[src/rtl/periph_bridge_if.sv]
// Bus bundle between the core data port, the bridge and the peripheral slaves.
//   master : core + slave environment (drives requests and slave responses)
//   slave  : the bridge itself (answers the core, drives the slave requests)
// Signals:
//   d_addr/d_wdata/d_store_type/d_valid -> core request
//   d_rdata/d_ready                     <- core response
//   p_req/p_addr/p_wdata/p_we/p_wstrb   -> slave request
//   p_rdata/p_ready                     <- slave response (slave i at [64i+63:64i])
//   bus_error/err_addr                  <- error reporting
interface periph_bridge_if #(
    parameter int NUM_SLAVES = 4,
    parameter int SLOT_BITS  = 12
);
    logic [63:0]              d_addr;
    logic [63:0]              d_wdata;
    logic [2:0]               d_store_type;
    logic                     d_valid;
    logic [63:0]              d_rdata;
    logic                     d_ready;
    logic [NUM_SLAVES-1:0]    p_req;
    logic [SLOT_BITS-1:0]     p_addr;
    logic [63:0]              p_wdata;
    logic                     p_we;
    logic [7:0]               p_wstrb;
    logic [NUM_SLAVES*64-1:0] p_rdata;
    logic [NUM_SLAVES-1:0]    p_ready;
    logic                     bus_error;
    logic [63:0]              err_addr;

    modport master (
        output d_addr, d_wdata, d_store_type, d_valid, p_rdata, p_ready,
        input  d_rdata, d_ready, p_req, p_addr, p_wdata, p_we, p_wstrb,
               bus_error, err_addr
    );

    modport slave (
        input  d_addr, d_wdata, d_store_type, d_valid, p_rdata, p_ready,
        output d_rdata, d_ready, p_req, p_addr, p_wdata, p_we, p_wstrb,
               bus_error, err_addr
    );
endinterface

[src/rtl/periph_bridge.sv]
// Peripheral bridge: decodes a core data access into one of NUM_SLAVES
// fixed-size windows above PERIPHERAL_BASE, issues a single request to that
// slave and returns its data. Decode errors, misalignment and slave timeouts
// complete as an error response so the core can never stall forever.
// Ports:
//   clock - system clock
//   reset - asynchronous active-high reset
//   bus   - periph_bridge_if.slave (core request/response, slave bus, errors)
//
// state | meaning
// ------+-----------------------------------------------------------
// IDLE  | waiting for d_valid; decodes and launches or errors out
// REQ   | p_req held to the selected slave, timeout counter running
// RESP  | d_ready (and bus_error if failed) high for this one cycle
module periph_bridge #(
    parameter logic [63:0] PERIPHERAL_BASE = 64'h2000_0000,
    parameter int          NUM_SLAVES      = 4,
    parameter int          SLOT_BITS       = 12,
    parameter int          TIMEOUT         = 255
) (
    input  logic           clock,
    input  logic           reset,
    periph_bridge_if.slave bus
);
    localparam int SLOT_W = (NUM_SLAVES > 1) ? $clog2(NUM_SLAVES) : 1;
    localparam int CNT_W  = $clog2(TIMEOUT + 1);

    typedef enum logic [1:0] {IDLE, REQ, RESP} state_t;

    state_t                state_q, state_d;
    logic [CNT_W-1:0]      cnt_q, cnt_d;
    logic [SLOT_W-1:0]     slot_q, slot_d;
    logic [63:0]           addr_q, addr_d;
    logic [63:0]           d_rdata_q, d_rdata_d;
    logic                  d_ready_q, d_ready_d;
    logic                  bus_error_q, bus_error_d;
    logic [63:0]           err_addr_q, err_addr_d;
    logic [NUM_SLAVES-1:0] p_req_q, p_req_d;
    logic [SLOT_BITS-1:0]  p_addr_q, p_addr_d;
    logic [63:0]           p_wdata_q, p_wdata_d;
    logic                  p_we_q, p_we_d;
    logic [7:0]            p_wstrb_q, p_wstrb_d;

    // Address decode of the incoming request
    logic [63:0]       offset;
    logic              below_base;
    logic              slot_oob;
    logic [SLOT_W-1:0] slot_idx;
    logic [7:0]        size_mask;
    logic              misalign;
    logic              bad_type;
    logic              is_store;
    logic              dec_err;
    logic [CNT_W-1:0]  cnt_next;
    logic [63:0]       slot_rdata;
    logic              slot_ready;

    assign offset     = bus.d_addr - PERIPHERAL_BASE;
    assign below_base = bus.d_addr < PERIPHERAL_BASE;
    // Full-width compare so far-away addresses cannot alias into a window
    assign slot_oob   = (offset >> SLOT_BITS) >= 64'(NUM_SLAVES);
    assign slot_idx   = offset[SLOT_BITS +: SLOT_W];
    assign is_store   = size_mask != 8'h00;
    assign dec_err    = below_base | slot_oob | bad_type | misalign;
    assign cnt_next   = cnt_q + CNT_W'(1);

    always_comb begin
        size_mask = 8'h00;
        misalign  = 1'b0;
        bad_type  = 1'b0;
        case (bus.d_store_type)
            3'd0: ;
            3'd1: size_mask = 8'h01;
            3'd2: begin
                size_mask = 8'h03;
                misalign  = bus.d_addr[0];
            end
            3'd3: begin
                size_mask = 8'h0F;
                misalign  = |bus.d_addr[1:0];
            end
            3'd4: begin
                size_mask = 8'hFF;
                misalign  = |bus.d_addr[2:0];
            end
            default: bad_type = 1'b1;
        endcase
    end

    // Only the selected slave's data and ready are ever looked at
    always_comb begin
        slot_rdata = '0;
        slot_ready = 1'b0;
        for (int i = 0; i < NUM_SLAVES; i++) begin
            if (slot_q == SLOT_W'(i)) begin
                slot_rdata = bus.p_rdata[64*i +: 64];
                slot_ready = bus.p_ready[i];
            end
        end
    end

    always_comb begin
        state_d     = state_q;
        cnt_d       = cnt_q;
        slot_d      = slot_q;
        addr_d      = addr_q;
        d_rdata_d   = d_rdata_q;
        d_ready_d   = 1'b0;
        bus_error_d = 1'b0;
        err_addr_d  = err_addr_q;
        p_req_d     = p_req_q;
        p_addr_d    = p_addr_q;
        p_wdata_d   = p_wdata_q;
        p_we_d      = p_we_q;
        p_wstrb_d   = p_wstrb_q;
        case (state_q)
            IDLE: begin
                if (bus.d_valid) begin
                    addr_d = bus.d_addr;
                    cnt_d  = '0;
                    if (dec_err) begin
                        state_d     = RESP;
                        d_ready_d   = 1'b1;
                        bus_error_d = 1'b1;
                        d_rdata_d   = '0;
                        err_addr_d  = bus.d_addr;
                    end else begin
                        state_d   = REQ;
                        slot_d    = slot_idx;
                        p_req_d   = NUM_SLAVES'(1) << slot_idx;
                        p_addr_d  = {bus.d_addr[SLOT_BITS-1:3], 3'b000};
                        p_we_d    = is_store;
                        p_wstrb_d = size_mask << bus.d_addr[2:0];
                        p_wdata_d = is_store ? (bus.d_wdata << {bus.d_addr[2:0], 3'b000}) : '0;
                    end
                end
            end
            REQ: begin
                cnt_d = cnt_next;
                if (slot_ready) begin
                    state_d   = RESP;
                    d_ready_d = 1'b1;
                    d_rdata_d = p_we_q ? '0 : slot_rdata;
                    p_req_d   = '0;
                    p_we_d    = 1'b0;
                    p_wstrb_d = '0;
                end else if (cnt_next == CNT_W'(TIMEOUT)) begin
                    state_d     = RESP;
                    d_ready_d   = 1'b1;
                    bus_error_d = 1'b1;
                    d_rdata_d   = '0;
                    err_addr_d  = addr_q;
                    p_req_d     = '0;
                    p_we_d      = 1'b0;
                    p_wstrb_d   = '0;
                end
            end
            RESP: begin
                // d_valid still belongs to the finishing request here
                state_d = IDLE;
                cnt_d   = '0;
            end
            default: state_d = IDLE;
        endcase
    end

    always_ff @(posedge clock or posedge reset) begin
        if (reset) begin
            state_q     <= IDLE;
            cnt_q       <= '0;
            slot_q      <= '0;
            addr_q      <= '0;
            d_rdata_q   <= '0;
            d_ready_q   <= 1'b0;
            bus_error_q <= 1'b0;
            err_addr_q  <= '0;
            p_req_q     <= '0;
            p_addr_q    <= '0;
            p_wdata_q   <= '0;
            p_we_q      <= 1'b0;
            p_wstrb_q   <= '0;
        end else begin
            state_q     <= state_d;
            cnt_q       <= cnt_d;
            slot_q      <= slot_d;
            addr_q      <= addr_d;
            d_rdata_q   <= d_rdata_d;
            d_ready_q   <= d_ready_d;
            bus_error_q <= bus_error_d;
            err_addr_q  <= err_addr_d;
            p_req_q     <= p_req_d;
            p_addr_q    <= p_addr_d;
            p_wdata_q   <= p_wdata_d;
            p_we_q      <= p_we_d;
            p_wstrb_q   <= p_wstrb_d;
        end
    end

    assign bus.d_rdata   = d_rdata_q;
    assign bus.d_ready   = d_ready_q;
    assign bus.bus_error = bus_error_q;
    assign bus.err_addr  = err_addr_q;
    assign bus.p_req     = p_req_q;
    assign bus.p_addr    = p_addr_q;
    assign bus.p_wdata   = p_wdata_q;
    assign bus.p_we      = p_we_q;
    assign bus.p_wstrb   = p_wstrb_q;
endmodule

[src/flat_wrapper.sv]
// flat-port wrapper written by rule: the top's interface ports become plain ports
module periph_bridge_flat 
#(
    parameter logic [63:0] PERIPHERAL_BASE = 64'h2000_0000,
    parameter int          NUM_SLAVES      = 4,
    parameter int          SLOT_BITS       = 12,
    parameter int          TIMEOUT         = 255
)
  (clock, reset, bus_d_addr, bus_d_wdata, bus_d_store_type, bus_d_valid, bus_p_rdata, bus_p_ready, bus_d_rdata, bus_d_ready, bus_p_req, bus_p_addr, bus_p_wdata, bus_p_we, bus_p_wstrb, bus_bus_error, bus_err_addr);
  periph_bridge_if #(.NUM_SLAVES(NUM_SLAVES), .SLOT_BITS(SLOT_BITS)) bus_i ();
  input  logic clock;
  input  logic reset;
  input wire logic [$bits(bus_i.d_addr)-1:0] bus_d_addr;
  input wire logic [$bits(bus_i.d_wdata)-1:0] bus_d_wdata;
  input wire logic [$bits(bus_i.d_store_type)-1:0] bus_d_store_type;
  input wire logic [$bits(bus_i.d_valid)-1:0] bus_d_valid;
  input wire logic [$bits(bus_i.p_rdata)-1:0] bus_p_rdata;
  input wire logic [$bits(bus_i.p_ready)-1:0] bus_p_ready;
  output wire logic [$bits(bus_i.d_rdata)-1:0] bus_d_rdata;
  output wire logic [$bits(bus_i.d_ready)-1:0] bus_d_ready;
  output wire logic [$bits(bus_i.p_req)-1:0] bus_p_req;
  output wire logic [$bits(bus_i.p_addr)-1:0] bus_p_addr;
  output wire logic [$bits(bus_i.p_wdata)-1:0] bus_p_wdata;
  output wire logic [$bits(bus_i.p_we)-1:0] bus_p_we;
  output wire logic [$bits(bus_i.p_wstrb)-1:0] bus_p_wstrb;
  output wire logic [$bits(bus_i.bus_error)-1:0] bus_bus_error;
  output wire logic [$bits(bus_i.err_addr)-1:0] bus_err_addr;
  assign bus_i.d_addr = bus_d_addr;
  assign bus_i.d_wdata = bus_d_wdata;
  assign bus_i.d_store_type = bus_d_store_type;
  assign bus_i.d_valid = bus_d_valid;
  assign bus_i.p_rdata = bus_p_rdata;
  assign bus_i.p_ready = bus_p_ready;
  assign bus_d_rdata = bus_i.d_rdata;
  assign bus_d_ready = bus_i.d_ready;
  assign bus_p_req = bus_i.p_req;
  assign bus_p_addr = bus_i.p_addr;
  assign bus_p_wdata = bus_i.p_wdata;
  assign bus_p_we = bus_i.p_we;
  assign bus_p_wstrb = bus_i.p_wstrb;
  assign bus_bus_error = bus_i.bus_error;
  assign bus_err_addr = bus_i.err_addr;
  periph_bridge #(.PERIPHERAL_BASE(PERIPHERAL_BASE), .NUM_SLAVES(NUM_SLAVES), .SLOT_BITS(SLOT_BITS), .TIMEOUT(TIMEOUT)) u_core (.clock(clock), .reset(reset), .bus(bus_i));
endmodule
[config.mk]
export PLATFORM = sky130hd
export DESIGN_NAME = periph_bridge_flat
export DESIGN_NICKNAME = d
export VERILOG_FILES = /design/src/rtl/periph_bridge_if.sv /design/src/rtl/periph_bridge.sv /design/src/flat_wrapper.sv
export SDC_FILE = /design/constraint.sdc
export NUM_CORES = 1
export LEC_CHECK = 0
export ABC_AREA = 0
export CAP_MARGIN = 20
export CORE_AREA = 2 2 236 238
export DETAILED_ROUTE_END_ITERATION = 10
export DIE_AREA = 0 0 238 240
export GPL_TIMING_DRIVEN = 0
export PLACE_DENSITY = 0.6
export SLEW_MARGIN = 5
export SYNTH_ARGS = -nofsm -noshare
export SYNTH_HDL_FRONTEND = slang
export SYNTH_SLANG_ARGS = --single-unit
[constraint.sdc]
create_clock -name clock -period 11.14 [get_ports clock]
set_input_delay 2.228 -clock clock [delete_from_list [all_inputs] [get_ports clock]]
set_output_delay 2.228 -clock clock [all_outputs]
set_load 0.005 [all_outputs]
==> metrics, run 1 <==
Synth async-reset ratio=1.00; num ports=613; Largest stage delay, worst path=0.56 ns; final hold vios=0; final global-route overflow total=0; Mapped Cells=1609; number of global-route vias before repair=16.3k; Buf/Inv on CP=4; Routed WL=76500 µm; DP Cell Count=2922; Final WS setup=5.29 ns; Routed Antenna Nets=0; # Max-Cap Violations=0; Largest delay share family, worst path=simple AND/OR/NAND/NOR gates; Top FF cell, synth=dfrtp_1; Util after Layout=0.447; # hold bufs at CTS=0; Netlist cell types=65; ANT cells=0; CP endpoint kind=flop; Pwr Total=0.00304 W; Die ar.=0.0571 mm²; register area share after synthesis=0.454; clk_skew=0.0243 ns; Tmin final=5.85 ns; Critical Path RT=11.63 ns; Setup Buffers After CTS=0; Sink Count=292; switching power total=0.000821 W; RSZ-0062 raised after global routing=false; 1st-pass router iterations=5; Worst-path clk slew=0.06 ns; Port Buf Inserts=605; mean post-synth cell area=10.0 µm²; Final Non-Filler Cells=2992; Worst-Skew Late Latency=0.56 ns; share of cells above drive strength 1=0.0870; Post-synth EDFFs=0; fin nets=2656; Max-slew headroom=0.255; Synth Register Bits=292; CP startpoint kind=input pin; Die Wd=238 µm; critical path cell sequence=clkdlybuf4s50_1 -> inv_1 -> ha_1 -> nor4b_1 -> nand4_1 -> xor2_1 -> nand2_1 -> nor4_2 -> nand4_1 -> buf_2 -> buf_2 -> nor4_1 -> a21o_1; Comb power frac=0.179; Pwr Density=124 mW/mm²; Worst Path Max Fanout=10; Area growth syn-to-layout=51.8%; FMAX=171 MHz; static leakage=10.1 nW; share of power burned in registers=0.384; cts bufs inserted=39; initial antenna violation count=9; period utilization=0.525; Worst-Margin Slew=1.11 ns; pre-CTS WS=4.79 ns; vias per cell=5.38; CTS tree=done; initial drt markers=1289; DRC viols=0; WS Path Type=input pin to flop; H-tree depth=2; Max IR drop VDD=90.0 µV; Tot GR Track Use=0.260; FP Rows=86; Placer Congestion=0.934; Initial Util=0.295; die height=240 µm; first-pass GRT wire length=110000 µm; largest net degree at the start of global routing=118; status=finished clean; core area=0.0547 mm²; Internal Power=0.00222 W; Slew Limit Fails=0; clock buffer depth=3; wire per inst=25.6 µm; via count=16.1k; Final setup viols=0; Worst EP arrival=6.34 ns; Sw Ratio=0.270; total number of yosys warnings=0; Post-Syn Area=0.0161 mm²; Hold Path Class=flop to flop; DP HPWL=60000 µm; Clk pwr share=0.437; Crit-path slowest cell=clkdlybuf4s50_1; commonest non-fill, non-tap cell in the layout=clkdlybuf4s50_1; most frequent cells in the layout=clkdlybuf4s50_1 (605), nand2_1 (323), dfrtp_1 (292), nor2_1 (164), clkbuf_1 (91); root cell of the clock tree=clkbuf_16; post-CTS resize count=0
[final timing paths]
check	from	end	slack (ns)	cells past startpoint
setup reg to reg	u_core.cnt_q[0]	u_core.bus.err_addr[21]	7.68	10
hold / removal	u_core.addr_q[7]	u_core.addr_q[7]	0.48	2
min in group asynchronous	reset	u_core.bus.d_ready	2.14	2
hold reg to reg	u_core.addr_q[7]	u_core.addr_q[7]	0.48	2
setup / recovery	bus_d_addr[29]	u_core.bus.p_wdata[8]	5.29	13
max in group asynchronous	reset	u_core.bus.p_wdata[8]	7.50	4
[cells in the mapped netlist, drive strengths merged, types with 7 or more instances]
cell type | instances | area [µm²]
dfrtp | 292 | 7310
nand3 | 11 | 55.1
mux4 | 77 | 1730
nor2b | 7 | 43.8
o221a | 63 | 709
a21oi | 23 | 115
nand4 | 14 | 87.6
nor3 | 90 | 477
nor2 | 164 | 616
xor2 | 9 | 78.8
clkbuf | 86 | 323
mux2 | 18 | 203
buf | 47 | 250
a21o | 27 | 203
o21ai | 89 | 445
inv | 14 | 52.6
nand2 | 324 | 1220
mux2i | 57 | 571
nor4 | 26 | 190
a22o | 66 | 578
o22ai | 14 | 87.6
[flip-flops by register name, indices dropped and copies added (netlist names)]
| register | flops |
|---|---|
| u_core.bus.p_req | 4 |
| u_core.bus.p_wdata | 64 |
| u_core.bus.p_addr | 9 |
| u_core.bus.p_wstrb | 8 |
| u_core.cnt_q | 8 |
| u_core.bus.d_rdata | 64 |
| u_core.state_q | 2 |
| u_core.bus.p_we | 1 |
| u_core.bus.err_addr | 64 |
| u_core.bus.d_ready | 1 |
| u_core.bus.bus_error | 1 |
| u_core.slot_q | 2 |
| u_core.addr_q | 64 |
[metrics by stage]
step	hold WS, ns	setup TNS (ns)	cell area [µm²]
6_report	0.476	0	24400
5_1_grt	0.494	0	24400
4_1_cts	0.478	0	24400
3_5_place_dp	0.463	0	23100
3_3_place_gp	0.459	-933.61	23000
2_1_floorplan	0.446	0	16100
[final cells by class]
type / instances / area (µm²)
Buffer: 133 / 573
Clock buffer: 51 / 1090
Clock inverter: 19 / 250
Fill cell: 5235 / 30200
Inverter: 14 / 60.1
Multi-Input combinational cell: 1172 / 8180
Sequential cell: 292 / 7310
Tap cell: 704 / 881
Timing Repair Buffer: 607 / 6110
[power by group through the flow]
stage	clock [W]	sequential, W	combinational [W]
floorplan	0	0.00118	0.000217
global placement	0	0.00119	0.000534
detailed placement	0	0.00119	0.000541
CTS	0.00136	0.00117	0.000544
global route	0.00141	0.00118	0.000582
finish	0.00133	0.00117	0.000543
[cells by family (layout without fill, tap and decap cells)]
logic type,after synthesis,after routing,synth area share
xor+xnor,15,15,0.00816
simple gates,680,680,0.189
compound gates,319,319,0.152
mux,152,152,0.156
other cells,1,3,0.000233
flops,292,292,0.454
buf+inv,147,824,0.0389
fa+ha+maj,3,3,0.00233
[worst register-to-register path, delay by kind of cell (launching register included)]
family          cells  cell delay [ns]
simple gates        5             1.91
buf+inv             2             0.56
flops               1             0.44
compound gates      2             0.26
fa+ha+maj           1             0.22
[layer usage]
metal | part of all wire | global-route usage
met4 | 0.027 | 0.0741
met2 | 0.46 | 0.411
met5 | 0.0017 | 0
met3 | 0.076 | 0.0679
met1 | 0.43 | 0.353
Note: power is estimated with default switching activity, not from simulation.
==> run 2: changes to the inputs <==
- CORE_AREA: 2 2 236 238 -> 2 2 240 242
- DIE_AREA: 0 0 238 240 -> 0 0 242 244
- clock period: 11.14 -> 5.16 ns (I/O delays scaled with it)
==> run 2 against run 1 <==
Effect of this change: utilization decreased by 0.94 points; largest cell class unchanged; clock power increased by 110%; sequential cell count unchanged; sequential power increased by 120%; critical path depth unchanged.
==> metrics, run 2 (same netlist as run 1, synthesis figures left out) <==
num ports=613 (unchanged); vias per cell=5.23 (was 5.38); root cell of the clock tree=clkbuf_16 (unchanged); CTS tree=done (unchanged); first-pass GRT wire length=110000 µm (about the same); Slew Limit Fails=0 (unchanged); setup TNS=0 ns (unchanged); number of global-route vias before repair=16.2k (was 16.3k); fin nets=2661 (was 2656); Max-slew headroom=0.344 (was 0.255); cts bufs inserted=38 (was 39); DRC viols=0 (unchanged); static leakage=10.1 nW (about the same); Placer Congestion=0.959 (was 0.934); Pwr Density=265 mW/mm² (was 124 mW/mm²); DP HPWL=60400 µm (was 60000 µm); CP endpoint kind=flop (unchanged); core area=0.0562 mm² (was 0.0547 mm²); 1st-pass router iterations=5 (unchanged); Port Buf Inserts=605 (unchanged); Worst-Margin Slew=0.984 ns (was 1.11 ns); status=finished clean (unchanged); wire per inst=24.8 µm (was 25.6 µm); die height=244 µm (was 240 µm); Initial Util=0.287 (was 0.295); share of cells above drive strength 1=0.0890 (was 0.0870); Sink Count=292 (unchanged); Routed WL=75800 µm (was 76500 µm); final hold vios=0 (unchanged); Final Non-Filler Cells=3053 (was 2992); Area growth syn-to-layout=52.8% (was 51.8%); Pwr Total=0.00651 W (was 0.00304 W); Die ar.=0.0590 mm² (was 0.0571 mm²); DP Cell Count=2980 (was 2922); most frequent cells in the layout=clkdlybuf4s50_1 (605), nand2_1 (323), dfrtp_1 (292), nor2_1 (164), clkbuf_1 (92) (was clkdlybuf4s50_1 (605), nand2_1 (323), dfrtp_1 (292), nor2_1 (164), clkbuf_1 (91)); WS Path Type=input pin to flop (unchanged); clock buffer depth=3 (unchanged); H-tree depth=2 (unchanged); CP startpoint kind=input pin (unchanged); Tot GR Track Use=0.249 (was 0.260); Routed Antenna Nets=0 (unchanged); Worst Path Max Fanout=10 (unchanged); commonest non-fill, non-tap cell in the layout=clkdlybuf4s50_1 (unchanged); Tmin final=4.68 ns; RSZ-0062 raised after global routing=false (unchanged); Fillers=5453 (was 5235); clk_skew=0.0219 ns (was 0.0243 ns); Die Wd=242 µm (was 238 µm); Worst EP arrival=5.19 ns (was 6.34 ns); # Max-Cap Violations=0 (unchanged); WHS=0.476 ns (about the same); largest net degree at the start of global routing=41 (was 118); period utilization=0.908; post-CTS resize count=0 (unchanged); Worst-path clk slew=0.06 ns (about the same); Util after Layout=0.438 (was 0.447); Hold Path Class=flop to flop (unchanged); Final setup viols=0 (unchanged); FP Rows=87 (was 86); Critical Path RT=5.66 ns (was 11.63 ns); via count=16.0k (was 16.1k); Worst-Skew Late Latency=0.56 ns (about the same); Max IR drop VDD=179 µV (was 90.0 µV); FMAX=214 MHz; initial drt markers=1119 (was 1289); final global-route overflow total=0 (unchanged); initial antenna violation count=16 (was 9); # hold bufs at CTS=0 (unchanged); Setup Buffers After CTS=0 (unchanged)
-- run 2: changes by cell type in the layout (fill, tap and decap cells not counted), sizes merged --
cell / delta
buf: +6
diode: +4
clkbuf: +3
clkinv: +3
inv: -3
bufinv: -2
clkinvlp: -2
-- run 2: power by group --
part	switching (W)	internal, W	total (W)
clock	0.00111	0.00170	0.00281
sequential	0.0000991	0.00242	0.00252
combinational	0.000545	0.000627	0.00117
-- run 2: final timing paths --
kind	startpoint	endpoint	slack, ns	depth (start not counted)
min in group asynchronous	reset	u_core.bus.d_rdata[53]	1.00	2
max in group asynchronous	reset	u_core.bus.p_wdata[43]	2.90	5
worst max register to register	u_core.cnt_q[2]	u_core.bus.err_addr[12]	2.03	10
worst max-delay path	bus_d_addr[29]	u_core.bus.p_wdata[8]	0.48	13
worst min-delay path	u_core.bus.p_wdata[11]	u_core.bus.p_wdata[11]	0.48	1
worst min register to register	u_core.bus.p_wdata[11]	u_core.bus.p_wdata[11]	0.48	1
-- run 2: through the flow --
stage	cell area (µm²)	setup slack, ns
after global routing	24600	0.124
after global placement	23100	-2.06
after CTS	24600	0.392
after floorplan	16100	0.253
after detailed placement	23300	-0.190
final	24600	0.476
-- run 2: cell type report --
type | count | area [µm²] | share of cell area
Antenna cell | 4 | 10.0 | 0.000407
Timing Repair Buffer | 613 | 6210 | 0.252
Clock buffer | 54 | 1140 | 0.0465
Clock inverter | 15 | 170 | 0.00692
Buffer | 133 | 573 | 0.0233
Sequential cell | 292 | 7310 | 0.297
Multi-Input combinational cell | 1172 | 8180 | 0.333
Inverter | 14 | 56.3 | 0.00229
Tap cell | 756 | 946 | 0.0385
-- run 2: metal layers --
layer  GRT usage  share of wire  vias up  routed length, µm
met5           0         0.0020        -                148
met4      0.0610          0.021       22               1610
met3      0.0649          0.081      108               6140
met2       0.409           0.48      691              36100
met1       0.328           0.42     7950              31700
li1            -              -     7201                  -
-- run 2: critical path, cell delays in order --
cell	delay [ns]
clkdlybuf4s50_1	0.55
inv_1	0.17
ha_1	0.32
nor4b_2	0.41
nand4_1	0.18
xor2_1	0.23
nand2_1	0.09
nor4_2	0.46
nand4_1	0.40
buf_2	0.33
buf_2	0.27
nor4_1	0.59
a21o_1	0.14
==> run 3: changes to the inputs <==
- SETUP_SLACK_MARGIN: default -> 0.5
- SLEW_MARGIN: 5 -> default
- TNS_END_PERCENT: default -> 5
==> run 3 against run 2 <==
Effect of this change: die area is the same; sequential cell count is the same; global-route usage grew 0.061 points; count of clock-buffer cells in the layout shrank 1; via count is essentially flat; critical path depth is the same; register-to-register slack lost 0.03 ns; non-clock buffer count grew 3; highest routed layer unchanged.
==> metrics, run 3 (same netlist as run 1, synthesis figures left out) <==
status=finished clean (unchanged); RSZ-0062 raised after global routing=false (unchanged); CP startpoint kind=input pin (unchanged); Largest stage delay, worst path=0.55 ns (was 0.59 ns); final global-route overflow total=0 (unchanged); Worst-Margin Slew=0.961 ns (was 0.984 ns); wire per inst=24.9 µm (was 24.8 µm); Routed WL=76100 µm (was 75800 µm); setup TNS=0 ns (unchanged); H-tree depth=2 (unchanged); Sw Ratio=0.265 (was 0.270); Max-slew headroom=0.359 (was 0.344); Internal Power=0.00487 W (was 0.00475 W); initial antenna violation count=11 (was 16); Routed Antenna Nets=0 (unchanged); Initial Util=0.287 (unchanged); Hold Path Class=flop to flop (unchanged); Tot GR Track Use=0.250 (was 0.249); Tmin final=4.38 ns (was 4.68 ns); most frequent cells in the layout=clkdlybuf4s50_1 (605), nand2_1 (323), dfrtp_1 (292), nor2_1 (164), clkbuf_1 (91) (was clkdlybuf4s50_1 (605), nand2_1 (323), dfrtp_1 (292), nor2_1 (164), clkbuf_1 (92)); Slew Limit Fails=0 (unchanged); multi-input logic area=0.00819 mm² (was 0.00818 mm²); initial drt markers=1272 (was 1119); Die Wd=242 µm (unchanged); WHS=0.475 ns (was 0.476 ns); final hold vios=0 (unchanged); Pwr Density=268 mW/mm² (was 265 mW/mm²); period utilization=0.849 (was 0.908); static leakage=10.2 nW (was 10.1 nW); Finished Cell Area=0.0247 mm² (was 0.0246 mm²); via count=16.0k (about the same); DRC viols=0 (unchanged); Worst-Skew Late Latency=0.55 ns (was 0.56 ns); Worst Path Max Fanout=10 (unchanged); Fillers=5441 (was 5453); switching power total=0.00175 W (was 0.00176 W); # hold bufs at CTS=0 (unchanged); Worst path most repeated cell=buf_2; largest net degree at the start of global routing=43 (was 41); number of global-route vias before repair=16.3k (was 16.2k); root cell of the clock tree=clkbuf_16 (unchanged); Comb power frac=0.177 (was 0.180); core area=0.0562 mm² (unchanged); Critical Path RT=5.65 ns (was 5.66 ns); WS Path Type=input pin to flop (unchanged); Port Buf Inserts=605 (unchanged); share of cells above drive strength 1=0.0906 (was 0.0890); fin nets=2664 (was 2661); DP HPWL=60400 µm (about the same); 1st-pass router iterations=5 (unchanged); CTS tree=done (unchanged); cts bufs inserted=38 (unchanged); first-pass GRT wire length=110000 µm (about the same); Area growth syn-to-layout=53.2% (was 52.8%); vias per cell=5.23 (about the same); Die ar.=0.0590 mm² (unchanged); Sink Count=292 (unchanged); Pwr Total=0.00662 W (was 0.00651 W); num ports=613 (unchanged); Worst-path clk slew=0.06 ns (about the same); Placer Congestion=0.959 (unchanged); Worst EP arrival=4.87 ns (was 5.19 ns); FP Rows=87 (unchanged); clock buffer depth=3 (unchanged); Area after DPL=0.0233 mm² (unchanged); Crit-path slowest cell=o41ai_1 (was nor4_1); Max IR drop VDD=177 µV (was 179 µV); critical path cell sequence=clkdlybuf4s50_1 -> nor2_1 -> nand4_1 -> buf_2 -> o41ai_1 -> nand3_1 -> and4b_1 -> nand4_1 -> buf_4 -> buf_2 -> buf_2 -> nor4_2 -> a21o_1 (was clkdlybuf4s50_1 -> inv_1 -> ha_1 -> nor4b_2 -> nand4_1 -> xor2_1 -> nand2_1 -> nor4_2 -> nand4_1 -> buf_2 -> buf_2 -> nor4_1 -> a21o_1); register area=0.00731 mm² (unchanged); Final setup viols=0 (unchanged); FMAX=228 MHz (was 214 MHz); CP endpoint kind=flop (unchanged); # Max-Cap Violations=0 (unchanged); commonest non-fill, non-tap cell in the layout=clkdlybuf4s50_1 (unchanged); Clk pwr share=0.441 (was 0.432); clk_skew=0.0127 ns (was 0.0219 ns); share of power burned in registers=0.381 (was 0.388); die height=244 µm (unchanged)
-- run 3: cell types whose count changed in the layout (fill, tap and decap cells not counted), sizes merged --
cell      before  now
clkinv         8    7
buf           55   58
bufinv         3    6
clkbuf       140  139
diode          4    1
clkinvlp       3    1
-- run 3: per-layer routing --
layer,share of wire,up-vias,global-route usage
li1,-,7188,-
met1,0.43,7990,0.333
met2,0.47,686,0.412
met3,0.074,95,0.0621
met4,0.019,18,0.0508
met5,0.0017,-,0
-- run 3: final timing paths --
kind	from	to	slack [ns]	depth (start not counted)
max	bus_d_addr[34]	u_core.bus.p_wdata[8]	0.78	13
max reg2reg	u_core.cnt_q[3]	u_core.bus.err_addr[26]	2.00	10
min	u_core.bus.p_wdata[11]	u_core.bus.p_wdata[11]	0.48	1
min in group asynchronous	reset	u_core.bus.d_rdata[53]	1.00	2
min reg2reg	u_core.bus.p_wdata[11]	u_core.bus.p_wdata[11]	0.48	1
max in group asynchronous	reset	u_core.bus.p_wdata[43]	2.92	5
-- run 3: power groups by stage --
stage | logic, W | clock network (W) | registers (W)
after CTS | 0.00117 | 0.00299 | 0.00252
final | 0.00117 | 0.00292 | 0.00252
after global routing | 0.00126 | 0.00309 | 0.00254
after floorplan | 0.000469 | 0 | 0.00255
after global placement | 0.00114 | 0 | 0.00256
after detailed placement | 0.00117 | 0 | 0.00256
-- run 3: timing repair --
item | in CTS | in global routing
endpoints found under the setup margin | 1 | 10
pin swaps | 0 | 1
buffers inserted | 0 | 2
cloned | 0 | 0
gates resized for setup | 1 | 1
-- run 3: final cells by class --
| cell class | count | area share |
|---|---|---|
| Antenna cell | 1 | 0.000101 |
| Buffer | 133 | 0.0232 |
| Clock buffer | 53 | 0.0453 |
| Clock inverter | 15 | 0.00969 |
| Inverter | 14 | 0.00228 |
| Multi-Input combinational cell | 1172 | 0.332 |
| Sequential cell | 292 | 0.296 |
| Tap cell | 756 | 0.0383 |
| Timing Repair Buffer | 616 | 0.253 |
-- run 3: through the flow --
stage | util | setup slack, ns | std cells
3_3_place_gp | 0.411 | -2.06 | 2972
6_report | 0.439 | 0.779 | 3052
2_1_floorplan | - | 0.253 | 1611
4_1_cts | 0.438 | 0.516 | 3048
3_5_place_dp | 0.414 | -0.212 | 2980
5_1_grt | 0.439 | 0.569 | 3051
-- run 3: worst max-delay path, delay by kind of cell --
kind | cells | cell delay, ns
buffers and inverters | 5 | 1.42
AND/OR/NAND/NOR | 6 | 1.72
AO/OA/AOI/OAI | 2 | 0.68
==> RTL edit, RTL diff (flow settings as in run 2) <==
`SLOT_BITS` is set to 12 in 3 places; all go to 18.
--- a/src/rtl/periph_bridge_if.sv
+++ b/src/rtl/periph_bridge_if.sv
@@ -11,3 +11,3 @@
     parameter int NUM_SLAVES = 4,
-    parameter int SLOT_BITS  = 12
+    parameter int SLOT_BITS  = 18
 );
--- a/src/rtl/periph_bridge.sv
+++ b/src/rtl/periph_bridge.sv
@@ -17,3 +17,3 @@
     parameter int          NUM_SLAVES      = 4,
-    parameter int          SLOT_BITS       = 12,
+    parameter int          SLOT_BITS       = 18,
     parameter int          TIMEOUT         = 255
--- a/src/flat_wrapper.sv
+++ b/src/flat_wrapper.sv
@@ -5,3 +5,3 @@
     parameter int          NUM_SLAVES      = 4,
-    parameter int          SLOT_BITS       = 12,
+    parameter int          SLOT_BITS       = 18,
     parameter int          TIMEOUT         = 255
Interface: changed (resized bus_p_addr); port bits go from 613 to 619. The function was not compared with the original's and may differ.
==> RTL edit against run 2 <==
Routed wire length fell by 0.26%; area after synthesis rose by 4.2%; design area rose by 3.0%; first-iteration DRC count rose by 1.4%; power rose by 2.6%; core utilization rose by 1.3 points; sequential cell count rose by 6; worst setup slack improved by 120 ps; largest cell class unchanged; highest routed layer unchanged.
==> RTL edit: results (changes against run 2) <==
Status -> finished clean
Total number of multi-input combinational cells -> 1143 (-2.5%)
Number of nets at the end of the flow -> 2718 (+2.1%)
Worst Setup Slack post-DPL -> -45.5 ps (+145 ps)
Sequential cell count -> 298 (+2.1%)
Adder and majority cell fraction of the synthesized area -> 0.00224 (-0.0000949)
Detail Route met3 WL -> 5.49 mm (-11%)
Overall via count from detail_route -> 15600 (-2.6%)
Port Buffer Count -> 610 (+0.83%)
Placed instance count -> 3035 (+1.8%)
Area fraction in compound gates after synthesis -> 0.0693 (-0.0825)
Arr. time, crit path -> 4970 ps (-220 ps)
Mux cell area share after synthesis -> 0.257 (+0.102)
Post-synthesis average cell area -> 10.1 um^2 (+1.3%)
Ranking of synthesized cells by area -> dfrtp_1 (44%), mux4_2 (12%), nand2_1 (11%)
Met3 usage -> 0.0592 (-0.00571)
Post-DR vias/cell -> 5.01 (-4.2%)
Power in combinational cells -> 1300 uW (+11%)
Global-route wire length before repair -> 109 mm (-0.44%)
Commonest cells in the synthesized netlist -> nand2_1 (470), dfrtp_1 (298), o21ai_0 (102), inv_1 (99), mux4_2 (86)
Starting DRT DRC Count -> 1135 (+1.4%)
Total of plain and repair buffers excluding clock buffers -> 739 (-0.94%)
Leak pwr -> 0.0110 uW (+8.1%)
Fraction of final layout cells with drive strength greater than 1 -> 0.112 (+0.0235)
Met2 Wirelength -> 37.3 mm (+3.1%)
Power in the clock group -> 2770 uW (-1%)
Layout filler cell count -> 5377 (-1.4%)
Number of antenna violations at the first check in global routing -> 7 (-9)
Post-DR wirelength/cell -> 24.3 um (-1.9%)
Maximum number of pins on one net before global-route repair -> 39 (-4.9%)
Max VDD drop -> 0.178 mV (-0.52%)
Drt first pass iters -> 7 (+2)
Area of the multi-input gates -> 8320 um^2 (+1.7%)
Number of buffers created by CTS -> 39 (+2.6%)
Global placement routability congestion -> 1.00 (+4.8%)
Sequential portion of the cell area -> 0.294 (-0.00282)
Ant. Diodes -> 1 (-3)
Number of global-route vias before repair -> 16000 (-1.4%)
Non-clock inverter total of the final layout -> 100 (+86)
Post-synthesis cell type count -> 72 (+11%)
Sequential-to-total area share from yosys stat -> 0.444 (-0.00953)
Least-Margin Pin Slew -> 991 ps (+6.87 ps)
Layout Skew -> 23.2 ps (+1.23 ps)
DPL Wire Length -> 60.6 mm (+0.32%)
==> RTL edit: cell types whose count changed in the layout (fill, tap and decap cells not counted), sizes merged, moves of 14 or more <==
cell,run 2,this run
a21o,27,0
a22o,66,1
buf,55,69
clkbuf,140,114
inv,15,99
mux2,18,132
mux2i,57,71
nand2,324,470
nor2,164,78
nor3,90,17
o21ai,89,112
o221a,63,0
==> RTL edit: worst paths after layout <==
kind,from,to,slack [ps],depth (start not counted)
max in group asynchronous,reset,u_core.bus.p_wdata[48],3190,5
setup / recovery,bus_d_addr[52],u_core.bus.d_rdata[3],600,11
hold / removal,u_core.addr_q[9],u_core.addr_q[9],470,2
setup reg to reg,u_core.cnt_q[0],u_core.bus.d_rdata[3],1470,10
hold reg to reg,u_core.addr_q[9],u_core.addr_q[9],470,2
min in group asynchronous,reset,u_core.bus.err_addr[12],890,2
